--- src/rtl/product_accumulator.sv ---
// -----------------------------------------------------------------------------
// product_accumulator
//
// Purpose:
//   This block sits downstream of the 8-bit combinational array multiplier.
//   It takes one 16-bit unsigned product per cycle over a valid/ready
//   handshake. Products are summed into an ACC_W-bit accumulator until a beat
//   arrives with in_last set. The block then presents three values on an
//   output valid/ready handshake:
//     - the frame sum,
//     - the beat count,
//     - a sticky overflow flag.
//   With the multiplier in front, this forms a dot-product / MAC datapath.
//
// Parameters:
//   ACC_W   - accumulator / out_sum width in bits (must be >= 16)
//   COUNT_W - beat counter / out_count width in bits
//
// Ports:
//   clk       in   sole clock; all state updates on the rising edge
//   rst       in   synchronous, active-high reset
//   in_valid  in   in_prod / in_last hold a valid beat
//   in_ready  out  block can accept a beat this cycle
//   in_prod   in   16-bit unsigned product
//   in_last   in   beat closes the current frame
//   out_valid out  out_sum / out_count / out_ovf hold a completed frame
//   out_ready in   consumer takes the result this cycle
//   out_sum   out  frame sum (ACC_W bits)
//   out_count out  beats in the frame (saturating, COUNT_W bits)
//   out_ovf   out  accumulator carried out at least once in the frame
//
// Build option:
//   PRODUCT_ACCUMULATOR_SATURATE_EN
//     Defined:   on carry-out the accumulator clamps to all-ones and stays
//                there for the rest of the frame.
//     Undefined: the accumulator wraps modulo 2^ACC_W.
//     out_ovf is set on carry in both variants.
// -----------------------------------------------------------------------------
module product_accumulator #(
    parameter int ACC_W   = 20,
    parameter int COUNT_W = 8
) (
    input  logic               clk,
    input  logic               rst,
    input  logic               in_valid,
    output logic               in_ready,
    input  logic [15:0]        in_prod,
    input  logic               in_last,
    output logic               out_valid,
    input  logic               out_ready,
    output logic [ACC_W-1:0]   out_sum,
    output logic [COUNT_W-1:0] out_count,
    output logic               out_ovf
);

    // Two-state control: ACCUM takes beats, HOLD presents a finished frame.
    localparam logic [0:0] ST_ACCUM = 1'b0;
    localparam logic [0:0] ST_HOLD  = 1'b1;

    localparam logic [COUNT_W-1:0] COUNT_MAX = {COUNT_W{1'b1}};

    logic [0:0]         state_q,     state_d;
    logic [ACC_W-1:0]   acc_q,       acc_d;
    logic [COUNT_W-1:0] count_q,     count_d;
    logic               ovf_q,       ovf_d;
    logic [ACC_W-1:0]   out_sum_q,   out_sum_d;
    logic [COUNT_W-1:0] out_count_q, out_count_d;
    logic               out_ovf_q,   out_ovf_d;
    logic               out_valid_q, out_valid_d;

    logic               accept;
    logic               release_out;
    logic [ACC_W:0]     sum_ext;
    logic               carry;
    logic [ACC_W-1:0]   acc_upd;
    logic [COUNT_W-1:0] count_upd;
    logic               ovf_upd;

    // in_ready is gated by rst so that no beat is offered while reset is held.
    // It rises on the first cycle after rst deasserts.
    assign in_ready    = (state_q == ST_ACCUM) && !rst;
    assign accept      = in_valid && in_ready;
    assign release_out = out_valid_q && out_ready;

    assign out_valid = out_valid_q;
    assign out_sum   = out_sum_q;
    assign out_count = out_count_q;
    assign out_ovf   = out_ovf_q;

    // One extra bit on the add exposes the carry out of bit ACC_W-1.
    assign sum_ext = {1'b0, acc_q} + {{(ACC_W - 15){1'b0}}, in_prod};
    assign carry   = sum_ext[ACC_W];

`ifdef PRODUCT_ACCUMULATOR_SATURATE_EN
    // Once the accumulator is clamped at all-ones, any non-zero product
    // carries again. A zero product leaves it unchanged. The clamp therefore
    // persists until the frame clears, with no extra state bit.
    assign acc_upd = carry ? {ACC_W{1'b1}} : sum_ext[ACC_W-1:0];
`else
    assign acc_upd = sum_ext[ACC_W-1:0];
`endif

    assign ovf_upd   = ovf_q | carry;
    assign count_upd = (count_q == COUNT_MAX) ? count_q : count_q + 1'b1;

    always_comb begin
        state_d     = state_q;
        acc_d       = acc_q;
        count_d     = count_q;
        ovf_d       = ovf_q;
        out_sum_d   = out_sum_q;
        out_count_d = out_count_q;
        out_ovf_d   = out_ovf_q;
        out_valid_d = out_valid_q;

        case (state_q)
            ST_ACCUM: begin
                if (accept) begin
                    acc_d   = acc_upd;
                    count_d = count_upd;
                    ovf_d   = ovf_upd;
                    if (in_last) begin
                        // The result registers include the closing beat.
                        out_sum_d   = acc_upd;
                        out_count_d = count_upd;
                        out_ovf_d   = ovf_upd;
                        out_valid_d = 1'b1;
                        state_d     = ST_HOLD;
                    end
                end
            end
            ST_HOLD: begin
                if (release_out) begin
                    // Frame state clears here, not at the last beat.
                    // The earliest next accept is therefore the cycle after
                    // the handshake, which leaves one bubble per frame.
                    acc_d       = '0;
                    count_d     = '0;
                    ovf_d       = 1'b0;
                    out_valid_d = 1'b0;
                    state_d     = ST_ACCUM;
                end
            end
            default: begin
                state_d     = ST_ACCUM;
                out_valid_d = 1'b0;
            end
        endcase
    end

    always_ff @(posedge clk) begin
        if (rst) begin
            state_q     <= ST_ACCUM;
            acc_q       <= '0;
            count_q     <= '0;
            ovf_q       <= 1'b0;
            out_sum_q   <= '0;
            out_count_q <= '0;
            out_ovf_q   <= 1'b0;
            out_valid_q <= 1'b0;
        end else begin
            state_q     <= state_d;
            acc_q       <= acc_d;
            count_q     <= count_d;
            ovf_q       <= ovf_d;
            out_sum_q   <= out_sum_d;
            out_count_q <= out_count_d;
            out_ovf_q   <= out_ovf_d;
            out_valid_q <= out_valid_d;
        end
    end

endmodule
--- config.mk ---
export PLATFORM = sky130hd
export DESIGN_NAME = product_accumulator
export DESIGN_NICKNAME = d
export VERILOG_FILES = /design/src/rtl/product_accumulator.sv
export SDC_FILE = /design/constraint.sdc
export NUM_CORES = 1
export LEC_CHECK = 0
export CAP_MARGIN = 40
export CORE_MARGIN = 10
export CORE_UTILIZATION = 58
export DETAILED_ROUTE_END_ITERATION = 10
export GPL_ROUTABILITY_DRIVEN = 0
export PLACE_DENSITY = 0.86
export SLEW_MARGIN = 20
export SYNTH_ARGS = -nofsm -noshare
export SYNTH_HDL_FRONTEND = slang
export SYNTH_SLANG_ARGS = --single-unit
--- constraint.sdc ---
create_clock -name clk -period 5.57 [get_ports clk]
set_clock_uncertainty 0.1 [all_clocks]
set_input_delay 1.114 -clock clk [delete_from_list [all_inputs] [get_ports clk]]
set_output_delay 1.114 -clock clk [all_outputs]
set_load 0.02 [all_outputs]
# [Word-level counts from Yosys, hierarchy flattened]
# Index checks and enable logic that the tools add are counted.
[classes] n_addsub=2 eq_ne=4 muxes=17 n_bitwise=2 n_reduce_logical=7
[op_table] cell="2-to-1 mux 20 bit" n=2
[op_table] cell="case mux 20 bit (2 select lines)" n=1
[op_table] cell="2-to-1 mux 8 bit" n=3
[op_table] cell="adder 20 x 16 -> 21 bit" n=1
[op_table] cell="case mux 8 bit (2 select lines)" n=1
[op_table] cell="adder 8 x 1 -> 8 bit, second input constant" n=1
[op_table] cell="equality test 8 bit, second input constant" n=1
[op_table] cell="2-to-1 mux 1 bit" n=7
[op_table] cell="case mux 1 bit (2 select lines)" n=3
[op_table] cell="AND reduction 3 bit" n=2
[op_table] cell="!= test 2 bit, second input constant" n=2
[op_table] cell="logical AND 1 bit" n=3
[op_table] cell="!= test 2 x 1 -> 1 bit, second input constant" n=1
[op_table] cell="AND reduction 2 bit" n=1
[op_table] cell="logical NOT 1 bit" n=1
[op_table] cell="NOT 1 bit" n=1
[op_table] cell="OR 1 bit" n=1
[word_totals] reg_bits=60 input_bits=21 out_inout_bits=31 wordCells=40

# [Logic depth before layout (Yosys ltp)]
# Gate-level depths: netlist of run 1.
[depth] depth_word=5 ltp_mapped=11 mapped_depth_nobuf=10

# [Least setup slack after synthesis of run 1]
# No wires, ideal clock.
[synth_path] path_kind="input to register" from="input port in_prod[4]" to="register out_sum_q[9] (netlist: out_sum[9])" setup_time_ns=0.122 arrival_time_ns=3.007 required_ns=5.348 slack_ns=2.341 cell_stages=8 path_buffers=0 cell_sequence="ha_1 > a21o_1 > a31o_1 > a31oi_2 > o21ai_2 > a31oi_1 > mux2_1 > a311o_1"
[synth_between] elab_chain_cells=1
[synth_lines] element="start, declared" line="47" source="input logic [15:0] in_prod,"
[synth_lines] element="adder 20 x 16 -> 21 bit" line="91" source="assign sum_ext = {1'b0, acc_q} + {{(ACC_W - 15){1'b0}}, in_prod};"
[synth_lines] element="end signal, assigned" line="166" source="out_sum_q <= out_sum_d;"
[synth_lines] element="end, declared" line="66" source="logic [ACC_W-1:0] out_sum_q, out_sum_d;"
# Every way passes these cells.
# A chain may end at the register's enable or synchronous reset.

# [Final worst setup path of run 1]
[layout_path] from="input port rst" to="output port in_ready"
[layout_between] elab_chain_cells=2
[layout_lines] element="start, declared" line="44" source="input logic rst,"
[layout_lines] element="logical NOT 1 bit" line="81" source="assign in_ready = (state_q == ST_ACCUM) && !rst;"
[layout_lines] element="logical AND 1 bit" line="81"
[layout_lines] element="end, declared" line="46" source="output logic in_ready,"
# Every way passes these cells.

==> results of run 1 <==
-- layer usage --
| layer | GRT usage | up-vias | share of wire |
|---|---|---|---|
| li1 | - | 1519 | - |
| met1 | 0.212 | 1483 | 0.42 |
| met2 | 0.320 | 108 | 0.47 |
| met3 | 0.0719 | 18 | 0.087 |
| met4 | 0.0759 | 0 | 0.023 |
| met5 | 0 | - | 0 |
-- registers in the layout, summed over array words and instances (netlist names) --
name and count:
out_ovf 1, out_count 8, ovf_q 1, out_valid 1, out_sum 20, acc_q 20, state_q 1, count_q 8
-- Yosys cell counts, types with 5 or more instances --
cell,n
nand3_1,29
a31oi_1,8
nand2_1,44
clkbuf_1,19
o21ai_0,23
nand4_1,5
a211oi_1,7
xor2_1,11
inv_1,7
nor3_1,5
and3_1,7
nor2_1,38
xnor2_1,7
dfxtp_1,60
a21oi_1,33
ha_1,17
a22oi_1,9
-- path summary, 6_finish.rpt --
kind | from | endpoint | slack (ps) | cells after the start
worst max-delay path | rst | in_ready | 1570 | 4
worst min register to register | out_sum[16] | out_sum[16] | 360 | 2
worst min-delay path | out_sum[16] | out_sum[16] | 360 | 2
worst max register to register | acc_q[4] | out_sum[9] | 2880 | 8
-- logic make-up after synthesis --
| family | share of synthesized area |
|---|---|
| AO/OA/AOI/OAI | 0.239 |
| XOR/XNOR | 0.0493 |
| adder cells (fa/ha/maj) | 0.0728 |
| buffers and inverters | 0.0395 |
| flip-flops | 0.376 |
| multiplexers | 0.0133 |
| AND/OR/NAND/NOR | 0.210 |
-- worst min-delay path, cell delays in order, from the launching register on --
cell and delay [ps]:
dfxtp_1 310, nand3_1 60, o21ai_1 50
-- cell type report --
cell class	count	area, µm²	area share
Clock buffer	11	141	0.0362
Clock inverter	3	15.0	0.00384
Inverter	7	26.3	0.00673
Multi-Input combinational cell	302	1870	0.478
Sequential cell	60	1200	0.307
Tap cell	70	87.6	0.0224
Timing Repair Buffer	57	567	0.145
-- through the flow --
stage	power, mW	worst slack (ps)
CTS	1.13	1590
global placement	0.793	1700
finish	1.13	1570
floorplan	0.714	2340
global route	1.19	1420
detailed placement	0.805	1600
-- where the power goes --
part / switching, mW / leakage [nW] / internal, mW / total [mW]
clock network: 0.164 / 0.0848 / 0.166 / 0.330
logic: 0.185 / 0.914 / 0.131 / 0.316
registers: 0.0208 / 0.489 / 0.464 / 0.485
total: 0.369 / 1.49 / 0.761 / 1.13
==> results.yml, run 1 <==
timing:
  totalNegativeSetupSlack_ps: 0
  finalSetupViolCount: 0
  hold_viol_final: 0
  maxSlewHeadroom: 0.540
  whs_ps: 362
  rsz0062_at_grt: "no"
  worstMarginPinSlew_ps: 690
  finalCriticalPeriod_ps: 4000
  maxSlewViolCount: 0
  achievable-frequency_ghz: 0.250
  fin_crit_sh: 0.718
worst_setup_path:
  slowest_delay_ps: 680
  crit_path_start_kind: "input port"
  crit_path_cell_trace: "clkdlybuf4s50_1 > buf_4 > nor2_1 > clkdlybuf4s50_1"
  cp_max_fo: 41
  crit_top_cell: "clkdlybuf4s50_1"
  cp_slowest_cell: "clkdlybuf4s50_1"
  cp_top_family: "buffers and inverters"
  critical_path.endpoint_type: "output pin"
  path_buf_inv: 3
  crit_type: "in -> out"
  cp.required_ps: 4360
  arrival_ps: 2790
layout:
  antenna_cells: 0
  final_nets: 476
  nFillCells: 410
  layout.cells.non_filler: 510
  final_layout_size_suffix_gt1_frac: 0.0614
  fin_area_um2: 3910
  layout_common_cells: "dfxtp_1 (60), clkdlybuf4s50_1 (51), nand2_1 (44)"
  syn_to_final_growth_pct: 22.2
  fin_util: 0.746
  final_common_cell: "dfxtp_1"
logic_synthesis:
  ys_ff_latch: 60
  yosysSeqAreaShare: 0.376
  yosys_warnings: 0
  synth_ff_type: "dfxtp_1"
  ys_async_sr_fraction: 0
  synth_edf_count: 0
  syn_area_per_cell_um2: 8.13
  syn_area_um2: 3200
  netlist_instances: 393
  ys_top_cells_by_area: "dfxtp_1 (38%), ha_1 (6.7%), a21oi_1 (5.2%)"
  synth.top_cell.area_share: 0.376
  syn_nets: 432
  yosysTopAreaCell: "dfxtp_1"
  ys_types: 55
global_route:
  antenna_found_initial: 0
  grt_usage: 0.191
  first_global_vias: 3006
  grt_max_degree: 42
  grt_pass1_wl_um: 13800
  grt_overflow: 0
cts:
  numClockSinks: 60
  cts_hold_buf: 0
  path_clk_slew_ps: 60
  cts-buffers-inserted: 9
  clockBufferDepth: 2
  cts_setup_buffers: 0
  tritoncts: "yes"
  htree_levels: 3
  cts_root_buffer: "clkbuf_8"
  ctsResizeCount: 0
  clock_latency_ps: 330
placed_design:
  place_inst: 496
  postPlaceCellArea_um2: 3750
  portBuffers: 51
  hpwlAfterDp_um: 5950
power_and_ir_drop:
  power_density_nw_per_um2: 289
  ir_worst_vdd_v: 0.000217
  p_leak_nw: 1.49
job:
  cap_violations: 0
min_path:
  hp-class: "reg -> reg"
run_status:
  outcome: "complete, no violations"
routing:
  wl_per_cell_um: 16.3
  vias: 3128
  viasPerCell: 6.13
  dr.pass1.iters: 5
  drt_iter0_markers: 257
  ant_nets: 0
  drt_wl_total_um: 8320
  drc: 0
die:
  core_area_um2: 5240
  io_pins: 52
  die_h_um: 94.2
  start_util: 0.610
  die-area_um2: 8880
  die_w_um: 94.2
  std_cell_rows: 26
Note: power is estimated with default switching activity, not from simulation.
==> run 2: changes to the inputs <==
--- a/config.mk
+++ b/config.mk
@@ -7,10 +7,10 @@
 export LEC_CHECK = 0
 export CAP_MARGIN = 40
 export CORE_MARGIN = 10
-export CORE_UTILIZATION = 58
+export CORE_UTILIZATION = 53
 export DETAILED_ROUTE_END_ITERATION = 10
 export GPL_ROUTABILITY_DRIVEN = 0
-export PLACE_DENSITY = 0.86
+export PLACE_DENSITY = 0.79
 export SLEW_MARGIN = 20
 export SYNTH_ARGS = -nofsm -noshare
 export SYNTH_HDL_FRONTEND = slang
==> constraint.sdc (replaced) <==
create_clock -name clk -period 4.1 [get_ports clk]
set_clock_uncertainty 0.1 [all_clocks]
set_input_delay 0.82 -clock clk [delete_from_list [all_inputs] [get_ports clk]]
set_output_delay 0.82 -clock clk [all_outputs]
set_load 0.02 [all_outputs]
==> run 2 against run 1 <==
  * Clock power rose by 120%
  * Highest routed layer unchanged
  * Die area rose by 7.4%
  * Critical path type is now in -> reg
  * Wire length fell by 0.73%
  * Critical path depth rose by 7
  * Clock-buffer cell count rose by 2
  * Sequential cell count did not move
  * Via count fell by 3.7%
==> results.yml, run 2 (same netlist as run 1, synthesis figures left out) <==
run_status:
  outcome: "complete, no violations"
cts:
  cts_hold_buf: 0
  path_clk_slew_ps: 70
  clock_latency_ps: 350
  cts_setup_buffers: 0
  tritoncts: "yes"
  cts_root_buffer: "clkbuf_8"
  ctsResizeCount: 0
  cts-buffers-inserted: 9
  numClockSinks: 60
  htree_levels: 3
  clockBufferDepth: 2
placed_design:
  pre_cts_slack_ps: 549
  hpwlAfterDp_um: 5910
  portBuffers: 51
die:
  die-area_um2: 9540
  start_util: 0.543
  core_area_um2: 5890
  io_pins: 52
  std_cell_rows: 28
  die_h_um: 97.7
  die_w_um: 97.7
timing:
  fin_crit_sh: 0.791
  achievable-frequency_ghz: 0.308
  rsz0062_at_grt: "no"
  totalNegativeSetupSlack_ps: 0
  worstMarginPinSlew_ps: 554
  finalCriticalPeriod_ps: 3240
  hold_viol_final: 0
  maxSlewHeadroom: 0.630
  finalSetupViolCount: 0
  final.setup.worst_slack_ps: 857
  maxSlewViolCount: 0
global_route:
  grt_util_met3: 0.0505
  use_met2: 0.264
  grt_busiest_layer: "met2"
  grt_usage: 0.167
  first_global_vias: 2816
  grt_max_degree: 41
  grt_overflow: 0
  met1_usage: 0.202
  antenna_found_initial: 0
  grt_pass1_wl_um: 13400
worst_setup_path:
  cp_max_fo: 9
  crit_type: "in -> reg"
  crit_path_start_kind: "input port"
  critical_path.endpoint_type: "register"
  cp.required_ps: 4230
  arrival_ps: 3370
layout:
  multi_input_area_um2: 1870
  final_nets: 476
  final_layout_size_suffix_gt1_frac: 0.0679
  antenna_cells: 0
  final_common_cell: "dfxtp_1"
  layout_common_cells: "dfxtp_1 (60), clkdlybuf4s50_1 (51), nand2_1 (44)"
  syn_to_final_growth_pct: 25.6
  regArea_um2: 1200
  nFillCells: 472
power_and_ir_drop:
  p_leak_nw: 1.53
  ir_worst_vdd_v: 0.000337
  power_density_nw_per_um2: 448
  finalPower_mw: 1.80
routing:
  ant_nets: 0
  wl_per_cell_um: 16.0
  drc: 0
  vias: 3013
  viasPerCell: 5.83
  dr.pass1.iters: 6
  drt_wl_total_um: 8260
  drt_iter0_markers: 196
job:
  cap_violations: 0
min_path:
  hp-class: "reg -> reg"
run 2: area by class of cell:
class	instances	share of cell area
Multi-Input combinational cell	302	0.465
Sequential cell	60	0.299
Timing Repair Buffer	57	0.138
Clock buffer	13	0.0446
Tap cell	75	0.0234
Clock inverter	3	0.0224
Inverter	7	0.00655
run 2: where the power goes:
group          switching (mW)  internal, mW
clock                   0.243         0.471
sequential             0.0284         0.630
combinational           0.251         0.177
total                   0.522          1.28
run 2: critical path, stage by stage:
cell             delay [ps]
clkdlybuf4s50_1         470
ha_1                    170
inv_1                    60
fa_1                    400
nor2b_1                 180
o2111ai_1               180
a21boi_2                250
a22o_1                  200
a221o_1                 380
xnor2_1                 180
o21ai_1                  90
run 2: routing by layer:
metal  routed length [µm]  vias up  part of all wire
li1                     -     1507                 -
met1                 3830     1408              0.46
met2                 3780       80              0.46
met3                  500       18             0.061
met4                  153        0             0.019
met5                    0        -                 0
run 2: through the flow:
stage	instances	hold slack (ps)	utilization	area [µm²]
2_1_floorplan	393	329	-	3200
3_3_place_gp	500	341	0.635	3740
3_5_place_dp	501	348	0.636	3740
4_1_cts	517	358	0.682	4010
5_1_grt	517	370	0.682	4010
6_report	517	355	0.682	4010
run 2: final timing paths:
path | slack (ps) | to | from | cells after the start
setup / recovery | 860 | out_sum[16] | in_prod[0] | 11
hold / removal | 350 | out_sum[7] | out_sum[7] | 2
setup reg to reg | 1450 | out_sum[16] | acc_q[0] | 10
hold reg to reg | 350 | out_sum[7] | out_sum[7] | 2
